`config.mk`:
```
export PLATFORM = sky130hd
export DESIGN_NAME = uart_tx_arbiter
export DESIGN_NICKNAME = d
export VERILOG_FILES = /design/src/rtl/uart_pkg.sv /design/src/rtl/uart_tx_arbiter_rr_pick.sv /design/src/rtl/uart_tx_arbiter.sv
export SDC_FILE = /design/constraint.sdc
export NUM_CORES = 1
export LEC_CHECK = 0
export CAP_MARGIN = 20
export CORE_UTILIZATION = 30
export CTS_BUF_LIST = sky130_fd_sc_hd__clkbuf_2
export CTS_CLUSTER_DIAMETER = 80
export DETAILED_ROUTE_END_ITERATION = 7
export MAX_ROUTING_LAYER = met4
export PLACE_DENSITY = 0.67
export SETUP_SLACK_MARGIN = 0.4
export SKIP_CTS_REPAIR_TIMING = 1
export SLEW_MARGIN = 15
export SYNTH_ARGS = -nofsm -noshare
export SYNTH_HDL_FRONTEND = slang
export SYNTH_SLANG_ARGS = --single-unit
```
`constraint.sdc`:
```
create_clock -name clk -period 1.99 [get_ports clk]
set_input_delay 0.4975 -clock clk [delete_from_list [all_inputs] [get_ports clk]]
set_output_delay 0.4975 -clock clk [all_outputs]
set_load 0.02 [all_outputs]
```
`src/rtl/uart_pkg.sv`:
```
// Shared constants and types for the UART TX arbiter: FSM encoding, byte width,
// default watchdog span and the held-byte record.
package uart_pkg;

  localparam int BYTE_W             = 8;
  localparam int DEF_TIMEOUT_CYCLES = 1000000;

  localparam logic [0:0] ST_IDLE = 1'b0;
  localparam logic [0:0] ST_LOCK = 1'b1;

  typedef struct packed {
    logic              last;
    logic [BYTE_W-1:0] data;
  } tx_byte_t;

  // One-hot (up to 8 requesters) to binary index.
  function automatic logic [2:0] oh2idx(input logic [7:0] oh);
    logic [2:0] idx;
    idx = '0;
    for (int i = 0; i < 8; i++)
      if (oh[i]) idx = 3'(i);
    return idx;
  endfunction

endpackage

```
`src/rtl/uart_tx_arbiter_rr_pick.sv`:
```
// Combinational round-robin picker: first set bit of req searching from ptr+1
// upward, wrapping modulo N_REQ; one-hot result, all-zero when nothing requests.
module rr_pick import uart_pkg::*; #(
  parameter int N_REQ = 4,
  parameter int PTR_W = $clog2(N_REQ)
) (
  input  logic [N_REQ-1:0] req,
  input  logic [PTR_W-1:0] ptr,
  output logic [N_REQ-1:0] win
);

  always_comb begin
    logic             found;
    logic [PTR_W-1:0] idx;
    win   = '0;
    found = 1'b0;
    idx   = '0;
    for (int k = 1; k <= N_REQ; k++) begin
      idx = PTR_W'((int'(ptr) + k) % N_REQ);
      if (!found && req[idx]) begin
        win[idx] = 1'b1;
        found    = 1'b1;
      end
    end
  end

endmodule

```
`src/rtl/uart_tx_arbiter.sv`:
```
// Packet-granular round-robin arbiter sharing one UART TX byte channel, with an
// idle watchdog. Define UART_ARB_PRIO_EN to let requester 0 win every arbitration.
module uart_tx_arbiter import uart_pkg::*; #(
  parameter int N_REQ          = 4,
  parameter int TIMEOUT_CYCLES = DEF_TIMEOUT_CYCLES,
  parameter int TO_W           = 20
) (
  input  logic                    clk,
  input  logic                    rst,
  input  logic [N_REQ-1:0]        req_vld,
  input  logic [BYTE_W*N_REQ-1:0] req_data,
  input  logic [N_REQ-1:0]        req_last,
  output logic [N_REQ-1:0]        req_rdy,
  output logic [BYTE_W-1:0]       d_tx,
  output logic                    vld_tx,
  input  logic                    rdy_tx,
  output logic [N_REQ-1:0]        grant,
  output logic                    timeout
);

  localparam int PTR_W = $clog2(N_REQ);

  logic [0:0]                    state;
  logic [PTR_W-1:0]              rr_ptr, g_idx, win_idx;
  tx_byte_t                      out_q;
  logic                          out_vld;
  logic [TO_W-1:0]               to_cnt;
  logic [N_REQ-1:0][BYTE_W-1:0]  req_bytes;
  logic [N_REQ-1:0]              rr_win, win;
  logic                          locked, take_ok, take, tx_acc, pkt_end, stall, expire;

  assign req_bytes = req_data;

  rr_pick #(.N_REQ(N_REQ), .PTR_W(PTR_W)) u_pick (
    .req (req_vld),
    .ptr (rr_ptr),
    .win (rr_win)
  );

`ifdef UART_ARB_PRIO_EN
  assign win = req_vld[0] ? N_REQ'(1) : rr_win;
`else
  assign win = rr_win;
`endif

  assign win_idx = PTR_W'(oh2idx(8'(win)));

  // Once the last byte sits in the output register the owner gets no further
  // ready, so a following packet cannot slip in under the same grant.
  assign locked  = (state == ST_LOCK);
  assign take_ok = locked && (!out_vld || rdy_tx) && !(out_vld && out_q.last);
  assign take    = take_ok && req_vld[g_idx];
  assign tx_acc  = out_vld && rdy_tx;
  assign pkt_end = locked && tx_acc && out_q.last;
  assign stall   = locked && !req_vld[g_idx] && !out_vld;
  assign expire  = stall && (to_cnt == TO_W'(TIMEOUT_CYCLES - 1));

  for (genvar i = 0; i < N_REQ; i++) begin : g_lane
    assign req_rdy[i] = take_ok && (g_idx == PTR_W'(i));
    assign grant[i]   = locked && (g_idx == PTR_W'(i));
  end

  assign vld_tx = out_vld;
  assign d_tx   = out_q.data;

  always_ff @(posedge clk) begin
    if (!rst) begin
      state   <= ST_IDLE;
      rr_ptr  <= PTR_W'(N_REQ - 1);
      g_idx   <= '0;
      out_q   <= '0;
      out_vld <= 1'b0;
      to_cnt  <= '0;
      timeout <= 1'b0;
    end else begin
      timeout <= expire;
      to_cnt  <= (stall && !expire) ? to_cnt + 1'b1 : '0;

      if (take) begin
        out_q   <= '{last: req_last[g_idx], data: req_bytes[g_idx]};
        out_vld <= 1'b1;
      end else if (tx_acc) begin
        out_vld <= 1'b0;
      end

      case (state)
        ST_IDLE: begin
          if (|req_vld) begin
            state <= ST_LOCK;
            g_idx <= win_idx;
          end
        end
        default: begin
          if (pkt_end || expire) begin
            state  <= ST_IDLE;
            rr_ptr <= g_idx;
          end
        end
      endcase
    end
  end

endmodule

```
==> summary.md, run 1 <==
| Metric | Value |
|---|---|
| Drt drc | `0` |
| Num CTS Buffers | `5` |
| CP Class | `reg -> out` |
| DP Worst Slack | `-0.656 ns` |
| Sw power | `about 470 uW` |
| Final instance area | `0.00342 sq mm` |
| Via count | `a little under 2,000` |
| # diodes | `0` |
| IO Pins | `61` |
| DP HPWL | `4030 um` |
| Post-synth cell types | `39` |
| Sw Share | `0.298` |
| Largest net degree at the start of global routing | `19` |
| Pre-Repair DR Iteration Count | `4` |
| Initial detailed-routing violation count | `42` |
| Crit Path Max Fanout | `5` |
| Num rows | `30` |
| Max Buffers Root-to-Sink | `2` |
| Max_cap viols | `0` |
| Syn Area/Cell | `9.44 sq um` |
| Maximum vdd drop | `approximately 0.23 mV` |
| Vias in the first global route | `1,872` |
| First-pass GRT wire length | `8250 um` |
| Worst R2R Setup Slack | `0.08 ns` |
| Hold crit path type | `in -> reg` |
| Port Buffers | `60` |
| Nets | `361` |
| Antenna violations before repair | `0` |
| Vias per Instance | `~4.8` |
| Relative slew slack | `0.784` |
| Max Freq | `just over 500 MHz` |
| Final worst slack | `0.0322 ns` |
| GPL Wtd Cong | `slightly above 0.8` |
| Mapped cell area | `0.00215 sq mm` |
| Final Power | `1.58 mW` |
| Die ar. | `0.00752 sq mm` |
| Clock sinks | `36` |
| Final non-filler cell total | `407` |
| Syn_nets | `between 200 and 300` |
| Layout cells sized above 1 | `0.373` |
| Setup repair after global routing missed its margin | `yes` |
| Antenna-violating nets left | `0` |
| Worst EP arrival | `approximately 1.5 ns` |
| Util after Layout | `0.498` |
| Die width | `86.7 um` |
| Gate Count Post-Synth | `228` |
| Register area share after synthesis | `0.335` |
| CP endpoint kind | `output pin` |
| Routed WL | `5420 um` |
| Synth top area cells | `dfxtp_1 33%, mux4_2 14%, nor2_1 6.1%` |
| PwrDens | `between 400 and 500 mW/mm^2` |
| H-Tree Depth | `2` |
| Hold WS | `0.476 ns` |
| Critical path launch point type | `register` |
| Worst Path Required | `approximately 1.5 ns` |
| Outcome | `completed` |
| Area growth, synth to finish | `58.9%` |
| Hold Fails Final Rpt | `0` |
| Final slew viol count | `0` |
| Top cell type's share of synthesized area | `0.335` |
| #FFs+latches synth | `36` |
| Routed len/inst | `13.3 um` |
| Inst Count DP | `391` |
| Flop pwr share | `0.483` |
| Synth area leader | `dfxtp_1` |
| Post-DP Area | `between 0.003 and 0.004 sq mm` |
| Synthesis warning total | `0` |
| Worst r2r path cells | `5` |
| TritonCTS clock tree | `done` |
| Leakage power | `1.42 nW` |
| Hold path depth | `3` |
| Die height | `86.7 um` |
| Cell-internal power | `1.11 mW` |
| Clk network pwr share | `0.211` |
| Worst Skew | `0.0304 ns` |
| Final min period | `1.96 ns` |
| Root buf cell | `clkbuf_2` |
| Gr ovfl total | `0` |
| Initial Util | `0.313` |
| Total track usage | `0.145` |
| Final period util | `0.984` |
| Worst Tran Pin Value | `0.321 ns` |
| Core area | `0.00687 sq mm` |
| Setup violators final | `0` |
| Fin Setup TNS | `0 ns` |
| Worst-path clk slew | `0.21 ns` |
| Clk_lat worst skew | `0.40 ns` |
| Gate power share | `0.306` |
## layer usage
metal / vias up / global-route usage / share of wire
met3: 5 / 0.0410 / 0.049
met4: 0 / 0.0500 / 0.012
met5: - / - / 0
met2: 49 / 0.257 / 0.51
met1: 929 / 0.155 / 0.43
li1: 982 / - / -
## power by group through the flow
stage | Combinational, mW | Sequential, mW | Clock [mW]
after floorplan | 0.234 | 0.775 | 0
after global placement | 0.418 | 0.775 | 0
after detailed placement | 0.426 | 0.776 | 0
after CTS | 0.427 | 0.761 | 0.339
after global routing | 0.515 | 0.765 | 0.367
final | 0.483 | 0.761 | 0.333
## final timing paths
check,end,start
max,req_rdy[0],out_q[8]$_SDFFE_PN0P_
min,vld_tx$_SDFFE_PN0P_,rdy_tx
max reg2reg,g_idx[1]$_SDFFE_PN0P_,rr_ptr[1]$_SDFFE_PN1P_
min reg2reg,to_cnt[0]$_SDFF_PN0_,to_cnt[0]$_SDFF_PN0_
## worst max-delay path, cell delays in order, from the launching register on
cell and delay (ns):
dfxtp_2 0.36, nand2b_4 0.14, a21oi_4 0.20, nor3b_4 0.22
buf_6 0.14
## flip-flops by register name, indices dropped and copies added (netlist names)
register	flops
out_q	1
locked	1
to_cnt	20
timeout	1
g_idx	2
d_tx	8
vld_tx	1
rr_ptr	2
## cell families (layout without fill, tap and decap cells)
kind of cell,Yosys count,after routing,synth area share
XOR/XNOR,17,17,0.0692
buffers and inverters,25,108,0.0616
flip-flops,36,36,0.335
AND/OR/NAND/NOR,96,96,0.221
multiplexers,24,24,0.195
adder cells (fa/ha/maj),8,8,0.0465
AO/OA/AOI/OAI,22,22,0.0721
## synthesized netlist by cell type, drive strengths merged
library cell and count:
a2111oi 1, a211oi 1, a21oi 5, a22o 1
a32oi 1, and3 5, and3b 1, and4 3
buf 10, clkbuf 8, dfxtp 36, ha 8
inv 7, mux2i 10, mux4 14, nand2 13
nand2b 2, nand3 10, nand3b 1, nand4 4
nor2 35, nor2b 3, nor3 8, nor3b 3
nor4 6, nor4b 1, o211ai 5, o21a 1
o21ai 4, o221ai 1, o31a 1, o31ai 1
or3 1, xnor2 10, xor2 7
## layout make-up
| type | count | area [sq um] |
|---|---|---|
| Timing Repair Buffer | 93 | 956 |
| Sequential cell | 36 | 741 |
| Clock inverter | 3 | 13.8 |
| Tap cell | 96 | 120 |
| Clock buffer | 5 | 25.0 |
| Multi-Input combinational cell | 167 | 1530 |
| Fill cell | 614 | 3450 |
| Inverter | 7 | 31.3 |
## cells in the final DEF, fill, tap and decap left out, types with 3 or more instances in the layout
cell type / count
buf_4: 24
dfxtp_2: 7
xnor2_1: 10
and3_1: 5
clkbuf_2: 6
nor2_4: 5
nor2_2: 9
nand3_1: 9
mux2i_1: 10
dlymetal6s2s_1: 13
inv_1: 4
mux4_2: 14
nor3_1: 7
buf_6: 14
nand4_1: 4
dfxtp_4: 3
ha_1: 7
xor2_1: 7
nand2_1: 10
nor2_1: 21
o211ai_1: 5
dfxtp_1: 26
clkdlybuf4s50_1: 37
No activity file was read; power rests on OpenSTA's default activity.
==> run 2, diff against run 1 <==
- RECOVER_POWER: not set -> 100
==> summary.md, run 2 (synthesis results as in run 1) <==
| Metric | Value |
|---|---|
| Final min period | `1.96 ns (about the same)` |
| Setup violators final | `0 (unchanged)` |
| Final instance area | `0.00335 sq mm (was 0.00342 sq mm)` |
| Hold WS | `0.475 ns (was 0.476 ns)` |
| Num CTS Buffers | `5 (unchanged)` |
| Clock sinks | `36 (unchanged)` |
| Num rows | `30 (unchanged)` |
| Nets | `361 (unchanged)` |
| Vias in the first global route | `1,872 (unchanged)` |
| Final period util | `0.984 (about the same)` |
| Routed len/inst | `13.3 um (about the same)` |
| Via count | `1,962 (was 1,965)` |
| Commonest non-fill, non-tap cell in the layout | `clkdlybuf4s50_1 (unchanged)` |
| TritonCTS clock tree | `done (unchanged)` |
| Post-DP Area | `0.00307 sq mm (unchanged)` |
| First-pass GRT wire length | `8250 um (unchanged)` |
| Total track usage | `0.145 (unchanged)` |
| Top Metal Used | `met4 (unchanged)` |
| IO Pins | `61 (unchanged)` |
| Largest register FFs | `20 (unchanged)` |
| Largest net degree at the start of global routing | `19 (unchanged)` |
| Initial Util | `0.313 (unchanged)` |
| Clk_lat worst skew | `0.40 ns (about the same)` |
| Pre-Repair DR Iteration Count | `4 (unchanged)` |
| Worst-path clk slew | `0.21 ns (about the same)` |
| CP endpoint kind | `output pin (unchanged)` |
| Leakage power | `1.26 nW (was 1.42 nW)` |
| H-Tree Depth | `2 (unchanged)` |
| Die height | `86.7 um (unchanged)` |
| Core area | `0.00687 sq mm (unchanged)` |
| Relative slew slack | `0.784 (unchanged)` |
| Final slew viol count | `0 (unchanged)` |
| Layout cells sized above 1 | `0.370 (was 0.373)` |
| Crit Path Max Fanout | `5 (unchanged)` |
| Outcome | `completed (unchanged)` |
| Maximum vdd drop | `0.235 mV (was 0.234 mV)` |
| Max Freq | `511 MHz (about the same)` |
| Inst Count DP | `391 (unchanged)` |
| Worst Tran Pin Value | `0.321 ns (unchanged)` |
| Die ar. | `0.00752 sq mm (unchanged)` |
| GPL Wtd Cong | `0.823 (unchanged)` |
| Met3 wire len | `278 um (was 267 um)` |
| Max_cap viols | `0 (unchanged)` |
| Worst Path Required | `1.49 ns (about the same)` |
| Most frequent cells in the layout | `37 x clkdlybuf4s50_1, 26 x dfxtp_1, 24 x buf_4 (unchanged)` |
| Max Buffers Root-to-Sink | `2 (unchanged)` |
| Drt drc | `0 (unchanged)` |
| Final non-filler cell total | `407 (unchanged)` |
| DP HPWL | `4030 um (unchanged)` |
| Worst Skew | `0.0301 ns (was 0.0304 ns)` |
| Port Buffers | `60 (unchanged)` |
| Most flop-heavy register | `to_cnt (unchanged)` |
| Antenna violations before repair | `0 (unchanged)` |
| Final Power | `1.57 mW (was 1.58 mW)` |
| Critical path launch point type | `register (unchanged)` |
| Worst EP arrival | `1.46 ns (about the same)` |
| Initial detailed-routing violation count | `57 (was 42)` |
| M1 wire length | `2310 um (was 2330 um)` |
| Gr ovfl total | `0 (unchanged)` |
| Hold crit path type | `in -> reg (unchanged)` |
| Area growth, synth to finish | `55.6% (was 58.9%)` |
| Hold Fails Final Rpt | `0 (unchanged)` |
| Vias per Instance | `4.82 (was 4.83)` |
| Antenna-violating nets left | `0 (unchanged)` |
| DR WL met2 | `2780 um (was 2760 um)` |
| Setup repair after global routing missed its margin | `yes (unchanged)` |
| Util after Layout | `0.487 (was 0.498)` |
| Root buf cell | `clkbuf_2 (unchanged)` |
| Die width | `86.7 um (unchanged)` |
| CP Class | `reg -> out (unchanged)` |
| PwrDens | `468 mW/mm^2 (was 461 mW/mm^2)` |
| Routed WL | `5430 um (was 5420 um)` |
| # diodes | `0 (unchanged)` |
run 2: per-layer routing:
metal  vias to the layer above  global-route usage
li1                        981                   -
met1                       927               0.155
met2                        49               0.257
met3                         5              0.0410
met4                         0              0.0500
met5                         -                   -
run 2: worst paths after layout:
path,start,to,slack [ns],depth (start not counted)
worst min register to register,to_cnt[0]$_SDFF_PN0_,to_cnt[0]$_SDFF_PN0_,0.52,1
worst max-delay path,out_q[8]$_SDFFE_PN0P_,req_rdy[0],0.03,4
worst max register to register,rr_ptr[1]$_SDFFE_PN1P_,g_idx[1]$_SDFFE_PN0P_,0.08,5
worst min-delay path,rdy_tx,vld_tx$_SDFFE_PN0P_,0.47,3
run 2: metrics by stage:
stage	worst slack (ns)	TNS (ns)
global route	-0.0386	-0.0493
finish	0.0328	0
CTS	-0.673	-3.90
floorplan	0.114	0
detailed placement	-0.656	-13.81
global placement	-0.661	-12.60
run 2: critical path, stage by stage, from the launching register on:
cell and delay [ns]:
dfxtp_2 0.36, nand2b_4 0.14, a21oi_4 0.20, nor3b_4 0.22, buf_6 0.14
run 2: layout make-up:
type	instances	area, sq um
tap	96	120
clock inverter	3	13.8
sequential	36	741
fill	625	3520
inverter	7	31.3
timing repair buffer	93	885
clock buffer	5	25.0
multi-input combinational	167	1530
run 2: where the power goes:
part	switching (mW)	total (mW)	internal [mW]	leakage, nW
sequential	0.0174	0.761	0.744	0.295
combinational	0.199	0.470	0.271	0.938
clock	0.255	0.334	0.0788	0.0302
==> run 3, diff against run 2 <==
- TNS_END_PERCENT: not set -> 30
==> summary.md, run 3 (synthesis results as in run 1) <==
| Metric | Value |
|---|---|
| CP max stage delay | `0.47 ns (was 0.36 ns)` |
| Num rows | `30 (unchanged)` |
| Die width | `86.7 um (unchanged)` |
| Largest net degree at the start of global routing | `21 (was 19)` |
| DP HPWL | `3990 um (was 4030 um)` |
| CP max-delay cell | `dfxtp_4 (was dfxtp_2)` |
| Worst EP arrival | `2.27 ns (was 1.46 ns)` |
| Critical path launch point type | `register (unchanged)` |
| Total track usage | `0.150 (was 0.145)` |
| Worst Tran Pin Value | `0.412 ns (was 0.321 ns)` |
| IO Pins | `61 (unchanged)` |
| Final min period | `1.93 ns (was 1.96 ns)` |
| Final worst slack | `0.0581 ns (was 0.0328 ns)` |
| Setup violators final | `0 (unchanged)` |
| TritonCTS clock tree | `done (unchanged)` |
| Area occupied by multi-input gates | `0.00155 sq mm (was 0.00153 sq mm)` |
| Initial detailed-routing violation count | `49 (was 57)` |
| Antenna violations before repair | `0 (unchanged)` |
| Port Buffers | `60 (unchanged)` |
| CP cell instances | `inv_6 > ha_4 > mux4_2 > mux2i_1 > nor4_1 > buf_4 > o221ai_1 > o31ai_1 (was nand2b_4 > a21oi_4 > nor3b_4 > buf_6)` |
| Vias in the first global route | `1,890 (was 1,872)` |
| Most frequent cells in the layout | `37 x clkdlybuf4s50_1, 24 x buf_4, 23 x dfxtp_1 (was 37 x clkdlybuf4s50_1, 26 x dfxtp_1, 24 x buf_4)` |
| Leakage power | `1.28 nW (was 1.26 nW)` |
| Routed len/inst | `13.8 um (was 13.3 um)` |
| Relative slew slack | `0.723 (was 0.784)` |
| PwrDens | `501 mW/mm^2 (was 468 mW/mm^2)` |
| Layout cells sized above 1 | `0.399 (was 0.370)` |
| Drt drc | `0 (unchanged)` |
| Worst Skew | `0.0366 ns (was 0.0301 ns)` |
| First-pass GRT wire length | `8520 um (was 8250 um)` |
| Die ar. | `0.00752 sq mm (unchanged)` |
| Area growth, synth to finish | `59.5% (was 55.6%)` |
| Max Buffers Root-to-Sink | `2 (unchanged)` |
| Largest register FFs | `20 (unchanged)` |
| Hold crit path type | `in -> reg (unchanged)` |
| Die height | `86.7 um (unchanged)` |
| Nets | `363 (was 361)` |
| Crit Path Max Fanout | `6 (was 5)` |
| Routed WL | `5630 um (was 5430 um)` |
| Maximum vdd drop | `0.219 mV (was 0.235 mV)` |
| Hold Fails Final Rpt | `0 (unchanged)` |
| Num CTS Buffers | `5 (unchanged)` |
| CP Class | `reg -> reg (was reg -> out)` |
| Core area | `0.00687 sq mm (unchanged)` |
| FF/Latch Area | `749 sq um (was 741 sq um)` |
| Outcome | `completed (unchanged)` |
| Commonest non-fill, non-tap cell in the layout | `clkdlybuf4s50_1 (unchanged)` |
| Root buf cell | `clkbuf_2 (unchanged)` |
| Max Freq | `518 MHz (was 511 MHz)` |
| Inst Count DP | `395 (was 391)` |
| Most flop-heavy register | `to_cnt (unchanged)` |
| # diodes | `0 (unchanged)` |
| Gr ovfl total | `0 (unchanged)` |
| Antenna-violating nets left | `0 (unchanged)` |
| Pre-Repair DR Iteration Count | `4 (unchanged)` |
| Layout fillers | `661 (was 625)` |
| H-Tree Depth | `2 (unchanged)` |
| Vias per Instance | `4.93 (was 4.82)` |
| DP Worst Slack | `-0.623 ns (was -0.656 ns)` |
| Clock sinks | `36 (unchanged)` |
| Setup repair after global routing missed its margin | `yes (unchanged)` |
| Worst Path Required | `2.33 ns (was 1.49 ns)` |
| Final slew viol count | `0 (unchanged)` |
| Final period util | `0.971 (was 0.984)` |
| Final non-filler cell total | `409 (was 407)` |
| Fin Setup TNS | `0 ns (unchanged)` |
| Initial Util | `0.313 (unchanged)` |
| CP endpoint kind | `register (was output pin)` |
| Worst-path clk slew | `0.22 ns (was 0.21 ns)` |
| Via count | `2,015 (was 1,962)` |
| Clk_lat worst skew | `0.40 ns (about the same)` |
| GPL Wtd Cong | `0.881 (was 0.823)` |
| Max_cap viols | `0 (unchanged)` |
| Hold WS | `0.441 ns (was 0.475 ns)` |
run 3: cell types whose count changed in the layout (fill, tap and decap cells not counted), sizes merged:
cell / before / now
bufinv: 0 / 1
clkbuf: 15 / 16
clkinv: 3 / 1
buf: 41 / 43
run 3: final cells by class:
class / count / share of cell area
Clock buffer: 6 / 0.00875
Clock inverter: 2 / 0.0102
Timing Repair Buffer: 95 / 0.266
Inverter: 7 / 0.00911
Sequential cell: 36 / 0.218
Multi-Input combinational cell: 167 / 0.453
Tap cell: 96 / 0.0350
run 3: metrics by stage:
stage	utilization	cell area, sq um	power (mW)
after floorplan	-	2220	1.00
after global placement	0.449	3080	1.20
after detailed placement	0.449	3080	1.21
after CTS	0.458	3150	1.69
after global routing	0.500	3430	1.79
final	0.500	3430	1.72
run 3: worst paths after layout:
check                           to  cells past startpoint  slack (ns)                   start
max          g_idx[0]$_SDFFE_PN0P_                      8        0.06  rr_ptr[0]$_SDFFE_PN1P_
min            vld_tx$_SDFFE_PN0P_                      3        0.44                  rdy_tx
max reg2reg  g_idx[0]$_SDFFE_PN0P_                      8        0.06  rr_ptr[0]$_SDFFE_PN1P_
min reg2reg   to_cnt[0]$_SDFF_PN0_                      1        0.47    to_cnt[0]$_SDFF_PN0_
run 3: report_power, final:
| part | internal (mW) | leakage [nW] | switching, mW |
|---|---|---|---|
| clock network | 0.216 | 0.0430 | 0.268 |
| registers | 0.743 | 0.297 | 0.0200 |
| logic | 0.275 | 0.943 | 0.199 |
| total | 1.23 | 1.28 | 0.487 |
run 3: critical path: cells and delay by family (launching register included):
family / cells / cell delay, ns
AO/OA/AOI/OAI: 2 / 0.17
buffers and inverters: 2 / 0.21
multiplexers: 2 / 0.51
flip-flops: 1 / 0.47
AND/OR/NAND/NOR: 1 / 0.24
adder cells (fa/ha/maj): 1 / 0.26
run 3: routing by layer:
metal | wire (um) | track usage
met1 | 2460 | 0.180
met2 | 2880 | 0.255
met3 | 233 | 0.0276
met4 | 49 | 0.0455
met5 | 0 | -
